===== config.mk =====
export PLATFORM = sky130hd
export DESIGN_NAME = mem_port_arbiter
export DESIGN_NICKNAME = d
export VERILOG_FILES = /design/src/rtl/mem_port_arbiter.sv
export SDC_FILE = /design/constraint.sdc
export NUM_CORES = 1
export LEC_CHECK = 0
export ABC_AREA = 1
export CAP_MARGIN = 30
export CORE_MARGIN = 2
export CORE_UTILIZATION = 50
export CTS_CLUSTER_DIAMETER = 50
export DETAILED_ROUTE_END_ITERATION = 16
export PLACE_DENSITY_LB_ADDON = 0.05
export SYNTH_ARGS = -nofsm -noshare
export SYNTH_HDL_FRONTEND = slang
export SYNTH_SLANG_ARGS = --single-unit

===== constraint.sdc =====
create_clock -name Clk -period 7 [get_ports Clk]
set_clock_uncertainty 0.05 [all_clocks]
set_input_delay 0.7 -clock Clk [delete_from_list [all_inputs] [get_ports Clk]]
set_output_delay 0.7 -clock Clk [all_outputs]
set_load 0.02 [all_outputs]

===== src/rtl/mem_port_arbiter.sv =====
// Shares the single RAM port between instruction fetch (IF) and load/store (LS).
// Define MEM_TIMEOUT_EN to bound the WAIT state to TIMEOUT_CYC cycles.
module mem_port_arbiter #(
   parameter int unsigned MEM_BYTES     = 512,
   parameter int unsigned MAX_LS_STREAK = 4,
   parameter int unsigned TIMEOUT_CYC   = 16
) (
   input  logic        Clk,
   input  logic        Clr,
   input  logic        if_req,
   input  logic [31:0] if_addr,
   output logic        if_ack,
   output logic        if_err,
   output logic [31:0] if_rdata,
   input  logic        ls_req,
   input  logic        ls_we,
   input  logic [1:0]  ls_size,
   input  logic [31:0] ls_addr,
   input  logic [31:0] ls_wdata,
   output logic        ls_ack,
   output logic        ls_err,
   output logic [31:0] ls_rdata,
   output logic [31:0] mem_addr,
   output logic [31:0] mem_wdata,
   output logic [5:0]  mem_op,
   output logic        mem_rw,
   output logic        mem_mov,
   input  logic        mem_moc,
   input  logic [31:0] mem_rdata,
   output logic        busy,
   output logic        grant_ls
);

   typedef enum logic [2:0] {StIdle, StCheck, StSetup, StStrobe, StWait, StDone} state_e;

   localparam int unsigned StreakW = $clog2(MAX_LS_STREAK + 1);

   state_e             state_q, state_d;
   logic [StreakW-1:0] streak_q;
   logic               grant_ls_q, req_we_q, err_q, mem_rw_q;
   logic [1:0]         req_size_q;
   logic [31:0]        req_addr_q, req_wdata_q, mem_addr_q, mem_wdata_q;
   logic [31:0]        if_rdata_q, ls_rdata_q;
   logic [5:0]         mem_op_q;

   logic               pick_ls, legal, align_ok, range_ok, tmo_hit;
   logic [32:0]        nbytes, last_byte;
   logic [31:0]        rdata_sized;
   logic [5:0]         op_enc;

   // LS has priority unless it has already won MAX_LS_STREAK times in a row over a waiting IF.
   assign pick_ls = ls_req && (!if_req || (streak_q != StreakW'(MAX_LS_STREAK)));

   always_comb begin
      nbytes      = 33'd4;
      align_ok    = (req_addr_q[1:0] == 2'b00);
      rdata_sized = mem_rdata;
      case (req_size_q)
         2'b00: begin
            nbytes      = 33'd1;
            align_ok    = 1'b1;
            rdata_sized = {24'd0, mem_rdata[7:0]};
         end
         2'b01: begin
            nbytes      = 33'd2;
            align_ok    = ~req_addr_q[0];
            rdata_sized = {16'd0, mem_rdata[15:0]};
         end
         default: ;
      endcase
      last_byte = {1'b0, req_addr_q} + nbytes - 33'd1;
      range_ok  = (last_byte < 33'(MEM_BYTES));
      legal     = (req_size_q != 2'b11) && align_ok && range_ok;
      op_enc    = {2'b10, req_we_q, 1'b0,
                   (req_size_q == 2'b10) ? 2'b11 : {1'b0, (req_size_q == 2'b01)}};
   end

`ifdef MEM_TIMEOUT_EN
   localparam int unsigned TmoW = $clog2(TIMEOUT_CYC + 1);
   logic [TmoW-1:0] tmo_q;

   always_ff @(posedge Clk or posedge Clr) begin
      if (Clr) begin
         tmo_q <= '0;
      end else if (state_q == StCheck) begin
         tmo_q <= '0;
      end else if (state_q == StWait) begin
         tmo_q <= tmo_q + 1'b1;
      end
   end

   assign tmo_hit = (tmo_q == TmoW'(TIMEOUT_CYC - 1));
`else
   assign tmo_hit = 1'b0;
`endif

   always_ff @(posedge Clk or posedge Clr) begin
      if (Clr) begin
         state_q <= StIdle;
      end else begin
         state_q <= state_d;
      end
   end

   always_comb begin
      state_d = state_q;
      case (state_q)
         StIdle:   if (if_req || ls_req) state_d = StCheck;
         StCheck:  state_d = legal ? StSetup : StDone;
         StSetup:  state_d = StStrobe;
         StStrobe: state_d = StWait;
         StWait:   if (mem_moc || tmo_hit) state_d = StDone;
         StDone:   state_d = StIdle;
         default:  state_d = StIdle;
      endcase
   end

   always_comb begin
      mem_mov = (state_q == StStrobe) || (state_q == StWait);
      busy    = (state_q != StIdle);
      if_ack  = (state_q == StDone) && !grant_ls_q;
      ls_ack  = (state_q == StDone) && grant_ls_q;
      if_err  = if_ack && err_q;
      ls_err  = ls_ack && err_q;
   end

   always_ff @(posedge Clk or posedge Clr) begin
      if (Clr) begin
         streak_q    <= '0;
         grant_ls_q  <= 1'b0;
         req_we_q    <= 1'b0;
         req_size_q  <= 2'b00;
         req_addr_q  <= '0;
         req_wdata_q <= '0;
         err_q       <= 1'b0;
         mem_addr_q  <= '0;
         mem_wdata_q <= '0;
         mem_op_q    <= '0;
         mem_rw_q    <= 1'b1;
         if_rdata_q  <= '0;
         ls_rdata_q  <= '0;
      end else begin
         case (state_q)
            StIdle: begin
               if (!if_req || pick_ls) begin
                  streak_q <= (if_req && pick_ls) ? streak_q + 1'b1 : '0;
               end else begin
                  streak_q <= '0;
               end
               if (if_req || ls_req) begin
                  grant_ls_q  <= pick_ls;
                  req_we_q    <= pick_ls && ls_we;
                  req_size_q  <= pick_ls ? ls_size : 2'b10;
                  req_addr_q  <= pick_ls ? ls_addr : if_addr;
                  req_wdata_q <= pick_ls ? ls_wdata : 32'd0;
               end
            end
            StCheck: begin
               err_q <= !legal;
               if (legal) begin
                  mem_addr_q  <= req_addr_q;
                  mem_wdata_q <= req_wdata_q;
                  mem_op_q    <= op_enc;
                  mem_rw_q    <= !req_we_q;
               end else if (grant_ls_q) begin
                  ls_rdata_q <= '0;
               end
            end
            StWait: begin
               if (mem_moc) begin
                  if (grant_ls_q) ls_rdata_q <= rdata_sized;
                  else            if_rdata_q <= rdata_sized;
               end else if (tmo_hit) begin
                  err_q <= 1'b1;
               end
            end
            default: ;
         endcase
      end
   end

   assign mem_addr  = mem_addr_q;
   assign mem_wdata = mem_wdata_q;
   assign mem_op    = mem_op_q;
   assign mem_rw    = mem_rw_q;
   assign if_rdata  = if_rdata_q;
   assign ls_rdata  = ls_rdata_q;
   assign grant_ls  = grant_ls_q;

endmodule


# After elaboration in Yosys (flattened, before gate mapping)
# Cells that the tools add are included.
[totals]
output_inout_bits = 142
elab_cells = 79
ff_bits = 208
input_bits = 136
[op_classes]
n_mux = 18
n_eq_ne = 14
bitwise_logic = 2
magnitude_cmp = 1
reduce_logical = 27
add_sub_neg = 3
[ops]
columns = ["op", "n"]
rows = [
  ["2-to-1 mux 32 bit", 6],
  ["case mux 32 bit (2 select lines)", 2],
  ["adder 32 x 33 -> 33 bit", 1],
  ["< comparator 33 x 10 -> 1 bit (second input constant)", 1],
  ["subtractor 33 x 1 -> 33 bit (second input constant)", 1],
  ["2-to-1 mux 3 bit", 5],
  ["case mux 3 bit (5 select lines)", 1],
  ["inequality test 2 bit (second input constant)", 6],
  ["logical AND 1 bit", 9],
  ["== test 3 x 2 -> 1 bit (second input constant)", 2],
  ["== test 3 bit (second input constant)", 2],
  ["case mux 3 bit (2 select lines)", 1],
  ["AND reduction 2 bit", 3],
  ["AND reduction 5 bit", 1],
  ["logical NOT 1 bit", 4],
  ["logical NOT 2 bit", 2],
  ["logical OR 1 bit", 4],
  ["2-to-1 mux 2 bit", 2],
  ["adder 3 x 1 -> 3 bit (second input constant)", 1],
  ["== test 3 x 1 -> 1 bit (second input constant)", 1],
  ["logical NOT 3 bit", 1],
  ["inequality test 3 bit (second input constant)", 1],
  ["AND reduction 3 bit", 1],
  ["nonzero test 3 bit", 1],
  ["other kinds (5)", 6],
]

# Longest topological paths before layout
[depth]
ltp_word = 8
ltp_mapped = 28
mapped_depth_nobuf = 25

# Worst setup path before layout
# OpenSTA, ideal clock, no wires.
[synth_path]
kind = "reg2reg"
start = "register req_size_q[1]"
end = "register mem_wdata_q[0], in the netlist mem_wdata[0]"
setup_slack_ns = 3.620
path_stages_with_launch = 24
t_arrival_ns = 3.200
setup_time_ns = 0.130
path_buffers = 4
t_required_ns = 6.820
synth_period_minus_slack_ns = 3.380
path_cell_list = "dfrtp_1 > clkbuf_1 > clkbuf_1 > inv_1 > ha_1 > inv_1 > ha_1 > inv_1 > ha_1 > nand2_1 > nor2_1 > nand3_1 > nand3_1 > nand4_1 > nand2_1 > nand2_1 > a21boi_1 > nand3b_1 > nor2_1 > nand3_2 > buf_6 > buf_6 > nand2_1 > o21ai_1"
[synth_between]
elab_chain_len = 7
word_cells_on_any_way = 11
cone_classes = "add/sub (2); order compare (1); eq/ne (2); mux (2); reduce/logical (4)"
[synth_rtl]
columns = ["item", "line_no", "source"]
rows = [
  ["start, declared", "41", "logic [1:0] req_size_q;"],
  ["start signal, assigned", "153", "req_size_q <= pick_ls ? ls_size : 2'b10;"],
  ["== test 2 x 1 -> 1 bit or logical NOT 2 bit (tied branches)", "58", "case (req_size_q)"],
  ["case mux 3 bit (2 select lines)", "58", ""],
  ["adder 32 x 33 -> 33 bit", "71", "last_byte = {1'b0, req_addr_q} + nbytes - 33'd1;"],
  ["subtractor 33 x 1 -> 33 bit", "71", ""],
  ["< comparator 33 x 10 -> 1 bit", "72", "range_ok = (last_byte < 33'(MEM_BYTES));"],
  ["logical AND 1 bit *", "73", "legal = (req_size_q != 2'b11) && align_ok && range_ok;"],
  ["AND reduction 2 bit (no line) *", "-", ""],
  ["end signal, assigned", "162", "mem_wdata_q <= req_wdata_q;"],
  ["end, declared", "42", "logic [31:0] req_addr_q, req_wdata_q, mem_addr_q, mem_wdata_q;"],
]
# Every way passes the cells marked *; elsewhere a longest branch is shown, timed or not.
# A chain may end at the register's enable or synchronous reset.

# Worst setup path in the final report
[layout_path]
start = "register req_size_q[1]"
end = "register ls_rdata_q[14], in the netlist ls_rdata[14]"
[layout_between]
elab_chain_len = 8
word_cells_on_any_way = 16
cone_classes = "add/sub (2); order compare (1); eq/ne (3); mux (6); reduce/logical (4)"
[layout_rtl]
columns = ["item", "line_no", "source"]
rows = [
  ["== test 2 x 1 -> 1 bit or logical NOT 2 bit (tied branches)", "58", ""],
  ["case mux 3 bit (2 select lines)", "58", ""],
  ["adder 32 x 33 -> 33 bit", "71", ""],
  ["subtractor 33 x 1 -> 33 bit", "71", ""],
  ["< comparator 33 x 10 -> 1 bit", "72", ""],
  ["logical AND 1 bit", "73", ""],
  ["inequality test 2 bit (no line)", "-", ""],
  ["AND reduction 5 bit (no line)", "-", ""],
  ["end signal, assigned", "171", "if (grant_ls_q) ls_rdata_q <= rdata_sized;"],
  ["end, declared", "43", "logic [31:0] if_rdata_q, ls_rdata_q;"],
]
# Parallel ways exist; a longest one is shown, timed or not. The select of a mux whose other input is x is not followed.

==> flow_summary.toml <==
[global_routing]
antenna_found_initial = 2
grt_pass1_wl_mm = 52.7
first_global_vias = 10100
grt_max_degree = 93
grt_use_total_pct = 27.6
gr-total-overflow = 0

[timing]
relSlewSlack_pct = 39.4
fin_crit_sh_pct = 66.8
slew_violations = 0
holdWs_ns = 0.418
tightest_slew_ns = 0.903
hold_viol = 0
setup_violations = 0
setup_tns_ns = 0
period_needed_ns = 4.68
grt_setup_unrepaired = "false"
fmax_ghz = 0.214

[setup_path]
path_class = "flop to flop"
startpoint_type = "flop"
ff2ff_setup_slack_ns = 2.32
cp-startpoint = "req_size_q[1]"
cp-end-kind = "flop"
reg2reg_depth = 20
timing.critical_path.to = "ls_rdata[14]"
cp_max_fo = 36
r2r_start = "req_size_q[1]"
critPathArrivalTime_ns = 5.10
r2r_end = "ls_rdata[14]"
worstPathRequired_ns = 7.43

[yosys]
yosysWarnings = 0
async_flop_share_pct = 100
yosysSeqAreaShare_pct = 46.3
synth_top_cell_by_area = "dfrtp_1"
synthDominantCellAreaShare_pct = 46.0
synth_area_per_cell_um2 = 7.49
synth.most_common_cell = "nand2_1"
synth_area_um2 = 11300
synth-seq-cells = 208
yosysUniqueCellTypes = 40
netlist_instances = 1503
synthTopCellsByArea = "dfrtp_1, nand2_1, inv_1"
synth_edf_count = 0
synth_common_cells = "nand2_1, dfrtp_1, inv_1, nor2_1, o21ai_0"
ys.flop_type = "dfrtp_1"

[layout]
final_cells = 2066
drive_gt1_share_pct = 7.57
finish.instance_area_um2 = 15200
fin_util_pct = 69.2
final_nets = 1938
area_delta_synth_final_pct = 35.1

[run_status]
status = "complete, no violations"

[min_path]
hp-class = "flop to flop"

[cts]
cts-htree-levels = 1
tritoncts = "yes"
cts_setup_buffers = 0
cts_root_buf = "clkbuf_16"
clk_pin_slew_ns = 0.06
cts_buffer_depth = 3
cts_sinks = 208
cts_hold_buffers = 0
cts_buffers = 27
ctsResizeCount = 0
clk_latency_ns = 0.55

[routing]
viasPerCell = 5.14
antenna_left = 0
wl_mm = 32.9
wire_per_inst_um = 15.9
num_vias = 10600
dr.pass1.iters = 5
drc = 0
drt_iter0_markers = 749

[die]
die_h_um = 154
rows = 54
placeableCoreArea_um2 = 22000
die_w_um = 154
ios = 278
initial_core_util_pct = 51.3
dieArea_um2 = 23700

[placed_design]
dpl.cell_count = 2015
dp_hpwl_mm = 23.9
io_buffers = 275
place.gp.congestion = 0.909
postPlaceCellArea_um2 = 14200

[power_and_ir_drop]
total_leakage_power_nw = 7.54
power_density_nw_per_um2 = 467
ir_drop_uv = 213

[run]
maxCapViolations = 0
-- report_power, final --
group          internal, mW  switching, mW  leakage (nW)
sequential             1.56          0.187          2.75
clock                 0.903          0.566         0.471
combinational          1.34           2.54          4.32
total                  3.80           3.30          7.54
-- layout make-up --
| class | instances | area (um2) |
|---|---|---|
| Multi-Input combinational cell | 1019 | 4910 |
| Antenna cell | 2 | 5.00 |
| Tap cell | 280 | 350 |
| Fill cell | 1793 | 6750 |
| Inverter | 222 | 841 |
| Clock buffer | 34 | 732 |
| Clock inverter | 15 | 221 |
| Sequential cell | 208 | 5210 |
| Timing Repair Buffer | 286 | 2940 |
-- critical path, stage by stage, from the launching register on --
cell and delay [ns]:
dfrtp_1 0.76, inv_1 0.21, ha_1 0.25, inv_1 0.08, ha_1 0.14, inv_1 0.04, ha_1 0.28, nand2_1 0.06
nor2_1 0.14, nand3_1 0.13, nand3_1 0.19, nand2_1 0.09, nand3_1 0.09, nand2_1 0.08, nor2_1 0.16, nand3_1 0.11
nor3_2 0.19, nand3_2 0.68, nand2_4 0.66, nand2_1 0.12, nand2_1 0.08
-- state kept, by name, indices dropped and copies added, names as in the netlist --
signal       flops
err_q            1
mem_op           4
grant_ls         1
streak_q         3
state_q          3
mem_rw           1
mem_addr        32
if_rdata        32
req_wdata_q     32
ls_rdata        32
req_size_q       2
req_we_q         1
mem_wdata       32
req_addr_q      32
-- cell usage in the layout, fill, tap and decap left out, types with 5 or more instances in the layout --
master / synthesis / routed
nand2_1: 480 / 480
clkdlybuf4s50_1: 0 / 275
dfrtp_1: 207 / 207
inv_1: 197 / 196
nor2_1: 137 / 136
o21ai_0: 111 / 111
nand3_1: 70 / 69
ha_1: 38 / 38
o21ai_2: 36 / 36
o22ai_1: 33 / 33
o21ai_1: 30 / 30
clkbuf_16: 0 / 27
a21oi_1: 26 / 25
inv_2: 20 / 21
nand4_1: 14 / 14
nor2_2: 6 / 7
nor3_1: 7 / 7
buf_4: 2 / 6
buf_16: 0 / 5
-- worst min path at each step --
stage / from / endpoint / slack [ns] / cells past startpoint
2_1_floorplan: req_we_q / req_we_q / 0.40 / 2
3_3_place_gp: ls_rdata[31] / ls_rdata[31] / 0.40 / 2
3_5_place_dp: ls_rdata[30] / ls_rdata[30] / 0.41 / 2
4_1_cts: ls_rdata[30] / ls_rdata[30] / 0.42 / 2
5_1_grt: mem_op[3] / mem_op[3] / 0.44 / 2
6_report: ls_rdata[21] / ls_rdata[21] / 0.42 / 2
-- kinds of logic (layout without fill, tap and decap cells) --
group	count (synthesis)	count (layout)	share of synthesized area [%]
flip-flops	208	208	46.3
AO/OA/AOI/OAI	244	244	12.6
adder cells (fa/ha/maj)	38	38	4.22
buffers and inverters	277	557	10.3
XOR/XNOR	3	3	0.234
AND/OR/NAND/NOR	732	732	26.4
other	1	4	0.0333
-- metal layers --
metal,vias to the layer above,part of all wire (%),wire (um),global-route usage [%]
met5,-,0,0,0
met4,0,2.5,822,7.65
met3,63,7.5,2460,5.47
met2,395,44,14400,43.4
met1,4892,46,15200,39.0
li1,5273,-,-,-
-- per-stage QoR --
step | setup WS, ns | total power, mW
after floorplan | 0.571 | 4.36
after global placement | 2.18 | 5.50
after detailed placement | 2.42 | 5.57
after CTS | 2.39 | 7.07
after global routing | 1.85 | 7.67
final | 2.32 | 7.09
(Power assumes the default switching activity.)
